$ cat src/rtl/ygr_xfer_fifo.sv
// Bidirectional transfer FIFO for the CD block host interface.
// Side A = SCU host port, side B = SH-2 port with DMA burst request (DREQ_N/DACK).
module ygr_xfer_fifo #(
  parameter int unsigned W     = 16,
  parameter int unsigned DEPTH = 8,
  parameter int unsigned BURST = 4
) (
  input  logic                       CLK,
  input  logic                       RST_N,
  input  logic                       CTRL_WR,
  input  logic [2:0]                 CTRL_DI,
  input  logic                       A_WR,
  input  logic                       A_RD,
  input  logic [W-1:0]               A_DI,
  output logic [W-1:0]               A_DO,
  input  logic                       B_WR,
  input  logic                       B_RD,
  input  logic [W-1:0]               B_DI,
  output logic [W-1:0]               B_DO,
  input  logic                       DACK,
  output logic                       DREQ_N,
  output logic [$clog2(DEPTH):0]     LEVEL,
  output logic                       FULL,
  output logic                       EMPTY,
  output logic                       OVF,
  output logic                       UNF
);

  localparam int unsigned AW = $clog2(DEPTH);
  localparam int unsigned LW = AW + 1;
  localparam logic [LW-1:0] DEPTH_L = LW'(DEPTH);
  localparam logic [LW-1:0] BURST_L = LW'(BURST);
  localparam logic [LW-1:0] LAST_BEAT = LW'(BURST - 1);

  typedef enum logic [1:0] {ST_IDLE, ST_REQ, ST_GAP} state_t;

  logic [W-1:0]  mem [DEPTH];
  logic [AW-1:0] wptr, rptr;
  logic [LW-1:0] level;
  logic [LW-1:0] beat_cnt;
  logic          dir, en;
  logic          ovf, unf;
  logic [W-1:0]  a_do, b_do;
  logic          dreq_n;
  state_t        state;

  logic          data_ok, wr_req, rd_req, rd_ok, wr_ok, beat, burst_ready, fsm_kill;
  logic [W-1:0]  wr_data;

  // CTRL_WR wins over data strobes in the same cycle; only the active pair is decoded.
  always_comb begin
    data_ok     = en & ~CTRL_WR;
    wr_req      = data_ok & (dir ? A_WR : B_WR);
    rd_req      = data_ok & (dir ? B_RD : A_RD);
    rd_ok       = rd_req & (level != '0);
    wr_ok       = wr_req & ((level != DEPTH_L) | rd_ok);
    beat        = data_ok & DACK & (dir ? B_RD : B_WR);
    wr_data     = dir ? A_DI : B_DI;
    burst_ready = dir ? (level >= BURST_L) : ((DEPTH_L - level) >= BURST_L);
    fsm_kill    = CTRL_WR & (CTRL_DI[1] | (CTRL_DI[0] != dir));
  end

  always_ff @(posedge CLK) begin
    if (wr_ok) mem[wptr] <= wr_data;
  end

  always_ff @(posedge CLK or negedge RST_N) begin
    if (!RST_N) begin
      wptr  <= '0;
      rptr  <= '0;
      level <= '0;
      ovf   <= 1'b0;
      unf   <= 1'b0;
      a_do  <= '0;
      b_do  <= '0;
      dir   <= 1'b0;
      en    <= 1'b0;
    end else begin
      if (wr_ok) wptr <= wptr + 1'b1;
      if (rd_ok) begin
        rptr <= rptr + 1'b1;
        if (dir) b_do <= mem[rptr];
        else     a_do <= mem[rptr];
      end
      if (wr_req && !wr_ok) ovf <= 1'b1;
      if (rd_req && !rd_ok) unf <= 1'b1;
      case ({wr_ok, rd_ok})
        2'b10:   level <= level + 1'b1;
        2'b01:   level <= level - 1'b1;
        default: level <= level;
      endcase
      if (CTRL_WR) begin
        dir <= CTRL_DI[0];
        en  <= CTRL_DI[2];
        if (CTRL_DI[1]) begin
          wptr  <= '0;
          rptr  <= '0;
          level <= '0;
          ovf   <= 1'b0;
          unf   <= 1'b0;
        end
      end
    end
  end

  // Burst pacing: DREQ_N is low exactly while in REQ; GAP forces a high cycle between bursts.
  always_ff @(posedge CLK or negedge RST_N) begin
    if (!RST_N) begin
      state    <= ST_IDLE;
      beat_cnt <= '0;
      dreq_n   <= 1'b1;
    end else if (fsm_kill) begin
      state    <= ST_IDLE;
      beat_cnt <= '0;
      dreq_n   <= 1'b1;
    end else begin
      case (state)
        ST_IDLE: begin
          if (en && burst_ready) begin
            state    <= ST_REQ;
            dreq_n   <= 1'b0;
            beat_cnt <= '0;
          end
        end
        ST_REQ: begin
          if (!en) begin
            state  <= ST_IDLE;
            dreq_n <= 1'b1;
          end else if (beat) begin
            if (beat_cnt == LAST_BEAT) begin
              state    <= ST_GAP;
              dreq_n   <= 1'b1;
              beat_cnt <= '0;
            end else begin
              beat_cnt <= beat_cnt + 1'b1;
            end
          end
        end
        ST_GAP: begin
          state <= ST_IDLE;
        end
        default: begin
          state  <= ST_IDLE;
          dreq_n <= 1'b1;
        end
      endcase
    end
  end

  assign A_DO   = a_do;
  assign B_DO   = b_do;
  assign DREQ_N = dreq_n;
  assign LEVEL  = level;
  assign FULL   = (level == DEPTH_L);
  assign EMPTY  = (level == '0);
  assign OVF    = ovf;
  assign UNF    = unf;

endmodule
$ cat config.mk
export PLATFORM = sky130hd
export DESIGN_NAME = ygr_xfer_fifo
export DESIGN_NICKNAME = d
export VERILOG_FILES = /design/src/rtl/ygr_xfer_fifo.sv
export SDC_FILE = /design/constraint.sdc
export NUM_CORES = 1
export LEC_CHECK = 0
export ABC_AREA = 0
export CAP_MARGIN = 20
export CORE_MARGIN = 4
export CORE_UTILIZATION = 58
export CTS_BUF_LIST = sky130_fd_sc_hd__clkbuf_8
export DETAILED_ROUTE_END_ITERATION = 16
export MAX_ROUTING_LAYER = met4
export PLACE_DENSITY = 0.82
export REMOVE_ABC_BUFFERS = 1
export SLEW_MARGIN = 30
export SYNTH_ARGS = -nofsm -noshare
export SYNTH_HDL_FRONTEND = slang
export SYNTH_SLANG_ARGS = --single-unit
$ cat constraint.sdc
create_clock -name CLK -period 3.04 [get_ports CLK]
set_input_delay 0.608 -clock CLK [delete_from_list [all_inputs] [get_ports CLK]]
set_output_delay 0.608 -clock CLK [all_outputs]
set_load 0.05 [all_outputs]
==> flow_summary.toml, run 1 <==
[critical_path]
slowest_stage = "clkdlybuf4s50_1"
worst_r2r_path_depth = 10
cp.depth = 3
worst_setup_path_start_kind = "register"
rrSetupSlack_ns = 0.49
worstPathCellList = "nor4_4, buf_4, clkdlybuf4s50_1"
crit_fanout = 11
r2r_end = "LEVEL[2]$_DFF_PN0_"
cp-end-kind = "output port"
crit_family = "buffers and inverters"
path_buf_inv = 2
critical_path_arrival_ns = 2.31
worstSetupStartpoint = "LEVEL[2]$_DFF_PN0_"
cp.required_ns = 2.43
worstReg2RegStart = "LEVEL[2]$_DFF_PN0_"
slowest_delay_ns = 0.82
cp-endpoint = "EMPTY"
crit_type = "register to output port"

[clocking]
cts_max_path_buffers = 2
cts_tree = "yes"
cts_buffers = 17
cts.clk_slew.worst_paths_ns = 0.09
insertion_delay_ns = 0.45
htree_levels = 4
cts_setup_buffers = 0
clkSinkCount = 181
cts_root_buffer = "clkbuf_8"

[logic_synthesis]
synth.avg_cell_area_sq_um = 16.9
synth_top_family_by_area = "multiplexers"
synthAdderAreaFrac_pct = 0.992
synth-simple-area-share_pct = 7.26
synth-compound-area-share_pct = 5.31
yosys_warnings = 0
ys_seq_area_share_pct = 68.3
ys_ff_latch = 181
synth_xor_area_share_pct = 0.810
yosysUniqueCellTypes = 56
synthMuxAreaShare_pct = 15.1
synth_cells = 449
syn_area_sq_um = 7570

[die]
ios = 84
start_util_pct = 59.7
die_h_microns = 122
dieArea_sq_um = 14900
rows = 41
coreArea_sq_um = 12700
die_w_microns = 122

[layout]
drive_above_1_share_pct = 23.2
final_area_sq_um = 9050
area_growth_pct = 19.7
layout.nets = 604
final_common_cell = "edfxtp_1"
instances_no_fill = 740
antenna_cells = 0
final_cell_mix = "edfxtp_1, clkdlybuf4s50_1, dfrtp_1"

[global_routing]
antenna_found_initial = 0
grt_usage_pct = 23.0
grt_max_degree = 54
grt_pass1_wl_mm = 24.4
overflow = 0
grt_pass1_vias = 4525

[placed_design]
place_hpwl_mm = 10.4
port_buffers = 83
gp_congestion = 0.803
dp.cells = 708
place_area_sq_um = 8700

[timing]
fin_setup_tns_ns = 0
maxSlewViolCount = 0
rsz0062_at_grt = "false"
max_slew_margin_pct = 52.0
finalHoldWorstSlack_ns = 0.306
finalHoldViolCount = 0
period_minus_slack_ns = 2.92
clock_skew_ns = 0.0191
worst_slew_pin_slew_ns = 0.720
max_clock_freq_ghz = 0.342
setup-violations-final = 0
layout_worst_path_cycle_share_pct = 96.1

[detailed_routing]
antenna_left = 0
routed_wl_mm = 15.5
drtIter0Drc = 478
firstDrtPassIters = 5
wl_per_cell_microns = 20.9
drc = 0
vias = 4311
via_per_inst = 5.83

[run]
maxCapViolations = 0

[power]
p_total_mw = 6.80
p_leak_nw = 3.19
power.density_nw_per_um2 = 751
irDropWorstVdd_mv = 0.500

[outcome]
status = "completed"

[min_path]
holdCritPathClass = "primary input to asynchronous set/reset pin"
[flip-flops by register name, indices dropped and copies added, names as in the netlist, 2 cells and up]
name,count
A_DO,16
beat_cnt,4
mem,128
rptr,3
state,2
LEVEL,4
wptr,3
B_DO,16
[layout make-up]
cell class                 count  area (sq um)
clock buffer                  18           248
clock inverter                14           108
fill                         806          3620
inverter                       3          11.3
multi-input combinational    241          2250
sequential                   181          5170
tap                          172           215
timing repair buffer         111          1050
[layer usage]
layer	GRT usage, %	routed length (microns)	vias to the layer above
met3	4.70	890	26
met4	7.70	233	0
met2	37.9	8010	169
li1	-	-	1946
met1	29.1	6320	2170
met5	-	0	-
[cells by family after synthesis]
logic type / count (synthesis)
buffers and inverters: 27
xor gates and xnor gates: 7
AOI/OAI and AO/OA: 65
muxes: 72
adders and majority gates: 6
DFF: 181
and+or+nand+nor: 91
[where the power goes]
group	switching, mW	leakage, nW	internal, mW	total (mW)
combinational	1.35	1.16	0.832	2.18
sequential	0.216	1.84	2.92	3.14
clock	0.815	0.185	0.661	1.48
[repair_timing]
action | CTS | global route
hold buffers | 0 | 0
setup endpoints to repair | 0 | 1
gates resized for setup | 0 | 1
[worst min-delay path by stage]
stage                         start              endpoint  depth (start not counted)
3_3_place_gp   B_DO[11]$_DFFE_PN0P_  B_DO[11]$_DFFE_PN0P_                          2
5_1_grt                       RST_N   A_DO[2]$_DFFE_PN0P_                          2
6_report                      RST_N   A_DO[2]$_DFFE_PN0P_                          2
3_5_place_dp   B_DO[11]$_DFFE_PN0P_  B_DO[11]$_DFFE_PN0P_                          2
4_1_cts                       RST_N    LEVEL[0]$_DFF_PN0_                          2
2_1_floorplan                 RST_N   A_DO[0]$_DFFE_PN0P_                          0
[metrics by stage]
stage | setup WS (ns) | utilization [%]
3_5_place_dp | 0.0321 | 68.6
6_report | 0.117 | 71.5
4_1_cts | 0.0193 | 71.4
5_1_grt | 0.00372 | 71.5
3_3_place_gp | 0.127 | 68.6
2_1_floorplan | -0.206 | -
[cell usage after synthesis, drive strengths merged]
cell type  number  share of area [%]
a21oi          27                1.8
xor2            5               0.58
o21ai          23                1.5
o21ba           1               0.13
a2111o          1               0.15
and3b           1               0.12
edfxtp        128                 51
a22o            1               0.12
o31a            1               0.12
nor4b           3               0.55
a2111oi         2               0.40
a221oi          1               0.12
nor3b           6               0.86
or3b            2               0.23
xnor2           2               0.23
inv             3               0.15
nand4           1              0.083
nor4            3               0.73
o22ai           1              0.083
a31oi           1              0.083
dfstp           1               0.35
o32ai           1               0.12
or3             2               0.17
a211o           1               0.13
nor2b           3               0.25
nand3b          2               0.20
mux2           17                2.5
nand2          27                1.4
nand4b          3               0.43
nand2b          4               0.40
nor2           28                1.4
ha              6               0.99
nor3            4               0.33
buf            18                1.7
mux4           32                9.5
and2            2               0.17
mux2i          23                3.1
clkbuf          6               0.31
a211oi          3               0.46
o21a            1              0.099
dfrtp          52                 17
(Power assumes the default switching activity.)
==> run 2: changes to the inputs <==
--- a/config.mk
+++ b/config.mk
@@ -8,11 +8,10 @@
 export ABC_AREA = 0
 export CAP_MARGIN = 20
 export CORE_MARGIN = 4
-export CORE_UTILIZATION = 58
+export CORE_UTILIZATION = 44
 export CTS_BUF_LIST = sky130_fd_sc_hd__clkbuf_8
 export DETAILED_ROUTE_END_ITERATION = 16
 export MAX_ROUTING_LAYER = met4
-export PLACE_DENSITY = 0.82
 export REMOVE_ABC_BUFFERS = 1
 export SLEW_MARGIN = 30
 export SYNTH_ARGS = -nofsm -noshare
==> run 2 against run 1 <==
  * Non-clock buffer count grew 6
  * Sequential power is essentially flat
  * First-iteration DRC count shrank 38%
  * Power grew 0.86%
  * Combinational power is essentially flat
  * Cell count grew 7.3%
  * Sequential share of layout area shrank 0.88 points
  * Clock skew shrank 0.0075 ns
  * Count of clock-buffer cells in the layout shrank 1
  * Core utilization shrank 16 points
  * Hold slack lost 0.19 ns
==> flow_summary.toml, run 2 (synthesis results as in run 1) <==
[detailed_routing]
drtIter0Drc = 296
vias = 4202
firstDrtPassIters = 4
wl_per_cell_microns = 19.4
drc = 0
via_per_inst = 5.29
routed_wl_mm = 15.4
antenna_left = 0

[power]
p_leak_nw = 3.21
p_total_mw = 6.85
power.density_nw_per_um2 = 745
irDropWorstVdd_mv = 0.420

[clocking]
insertion_delay_ns = 0.46
cts_max_path_buffers = 2
clkSinkCount = 181
cts_root_buffer = "clkbuf_8"
cts.clk_slew.worst_paths_ns = 0.09
htree_levels = 4
cts_buffers = 17
cts_tree = "yes"

[critical_path]
cp-endpoint = "EMPTY"
crit_fanout = 11
crit_family = "buffers and inverters"
slowest_delay_ns = 0.81
r2r_end = "LEVEL[3]$_DFF_PN0_"
critical_path_arrival_ns = 2.30
worstSetupStartpoint = "LEVEL[2]$_DFF_PN0_"
slowest_stage = "clkdlybuf4s50_1"
worst_r2r_path_depth = 9
cp.depth = 3
crit_type = "register to output port"
rrSetupSlack_ns = 0.54
worstReg2RegStart = "LEVEL[2]$_DFF_PN0_"
worstPathCellList = "nor4_4, buf_4, clkdlybuf4s50_1"
path_buf_inv = 2
cp.required_ns = 2.43
worst_setup_path_start_kind = "register"
cp-end-kind = "output port"

[layout]
final_cell_mix = "edfxtp_1, clkdlybuf4s50_1, dfrtp_1"
top_register = "mem"
area_growth_pct = 21.5
drive_above_1_share_pct = 23.7
instances_no_fill = 794
final_common_cell = "edfxtp_1"
largest_reg_flops = 128
layout.nets = 610
fin_util_pct = 55.1
antenna_cells = 0

[global_routing]
grt_usage_pct = 17.2
grt_pass1_vias = 4423
antenna_found_initial = 0
grt_max_degree = 35
overflow = 0
grt_pass1_wl_mm = 24.8

[timing]
setup-violations-final = 0
finalHoldViolCount = 0
clock_skew_ns = 0.0115
period_minus_slack_ns = 2.91
max_clock_freq_ghz = 0.343
maxSlewViolCount = 0
fin_setup_tns_ns = 0
finalHoldWorstSlack_ns = 0.113
rsz0062_at_grt = "false"
worst_slew_pin_slew_ns = 0.695
max_slew_margin_pct = 53.7
layout_worst_path_cycle_share_pct = 95.8

[placed_design]
place_hpwl_mm = 10.6
gp_congestion = 0.765
dp.cells = 762
port_buffers = 83

[die]
rows = 47
start_util_pct = 45.3
die_h_microns = 139
ios = 84
dieArea_sq_um = 19400
coreArea_sq_um = 16700
die_w_microns = 139

[run]
maxCapViolations = 0

[outcome]
status = "completed"

[min_path]
holdCritPathClass = "primary input to asynchronous set/reset pin"
==> run 2: cell count changes in the layout (fill, tap and decap cells not counted), moves of 2 or more <==
| cell | delta |
|---|---|
| nor3b_4 | +4 |
| nor3b_2 | -4 |
| buf_4 | +6 |
| clkinv_2 | -2 |
==> run 2: metrics by stage <==
stage,setup WS [ns],area [sq um]
6_report,0.128,9200
5_1_grt,0.0207,9200
4_1_cts,0.0832,9200
3_5_place_dp,0.117,8830
3_3_place_gp,0.143,8830
2_1_floorplan,-0.206,7420
==> run 2: layout make-up <==
| type | count | area [sq um] |
|---|---|---|
| Fill cell | 1329 | 7510 |
| Clock inverter | 15 | 136 |
| Timing Repair Buffer | 117 | 1090 |
| Clock buffer | 17 | 234 |
| Tap cell | 220 | 275 |
| Inverter | 3 | 11.3 |
| Multi-Input combinational cell | 241 | 2270 |
| Sequential cell | 181 | 5170 |
==> run 2: repair_timing <==
action                     in CTS  in global routing
resized for setup               1                  0
hold buffers                    0                  0
hold endpoints to repair        0                  0
setup endpoints to repair       1                  0
buffers inserted                0                  0
==> run 2: how the worst min path moves through the flow <==
stage | start | endpoint | slack, ns | cells after the start
2_1_floorplan | RST_N | A_DO[0]$_DFFE_PN0P_ | 0.31 | 0
3_3_place_gp | B_DO[11]$_DFFE_PN0P_ | B_DO[11]$_DFFE_PN0P_ | 0.46 | 2
3_5_place_dp | B_DO[15]$_DFFE_PN0P_ | B_DO[15]$_DFFE_PN0P_ | 0.47 | 2
4_1_cts | RST_N | beat_cnt[3]$_DFFE_PN0P_ | 0.1 | 1
5_1_grt | RST_N | OVF$_DFF_PN0_ | 0.13 | 1
6_report | RST_N | beat_cnt[3]$_DFFE_PN0P_ | 0.11 | 1
==> run 2: where the power goes <==
part           switching [mW]  internal (mW)
sequential              0.196           2.92
clock                   0.824          0.719
combinational            1.35          0.840
==> run 2: routing by layer <==
layer	wire, microns	part of all wire, %	track usage (%)	vias to the layer above
li1	-	-	-	1965
met1	6830	44	22.5	2133
met2	7720	50	27.6	90
met3	704	4.6	3.79	14
met4	174	1.1	4.94	0
met5	0	0	-	-
==> run 3: changes to the inputs <==
--- a/config.mk
+++ b/config.mk
@@ -6,6 +6,7 @@
 export NUM_CORES = 1
 export LEC_CHECK = 0
 export ABC_AREA = 0
+export ABC_CLOCK_PERIOD_IN_PS = 3040
 export CAP_MARGIN = 20
 export CORE_MARGIN = 4
 export CORE_UTILIZATION = 44
==> results of run 3 <==
The final DEF is identical to that of run 2; final timing and power are the same.
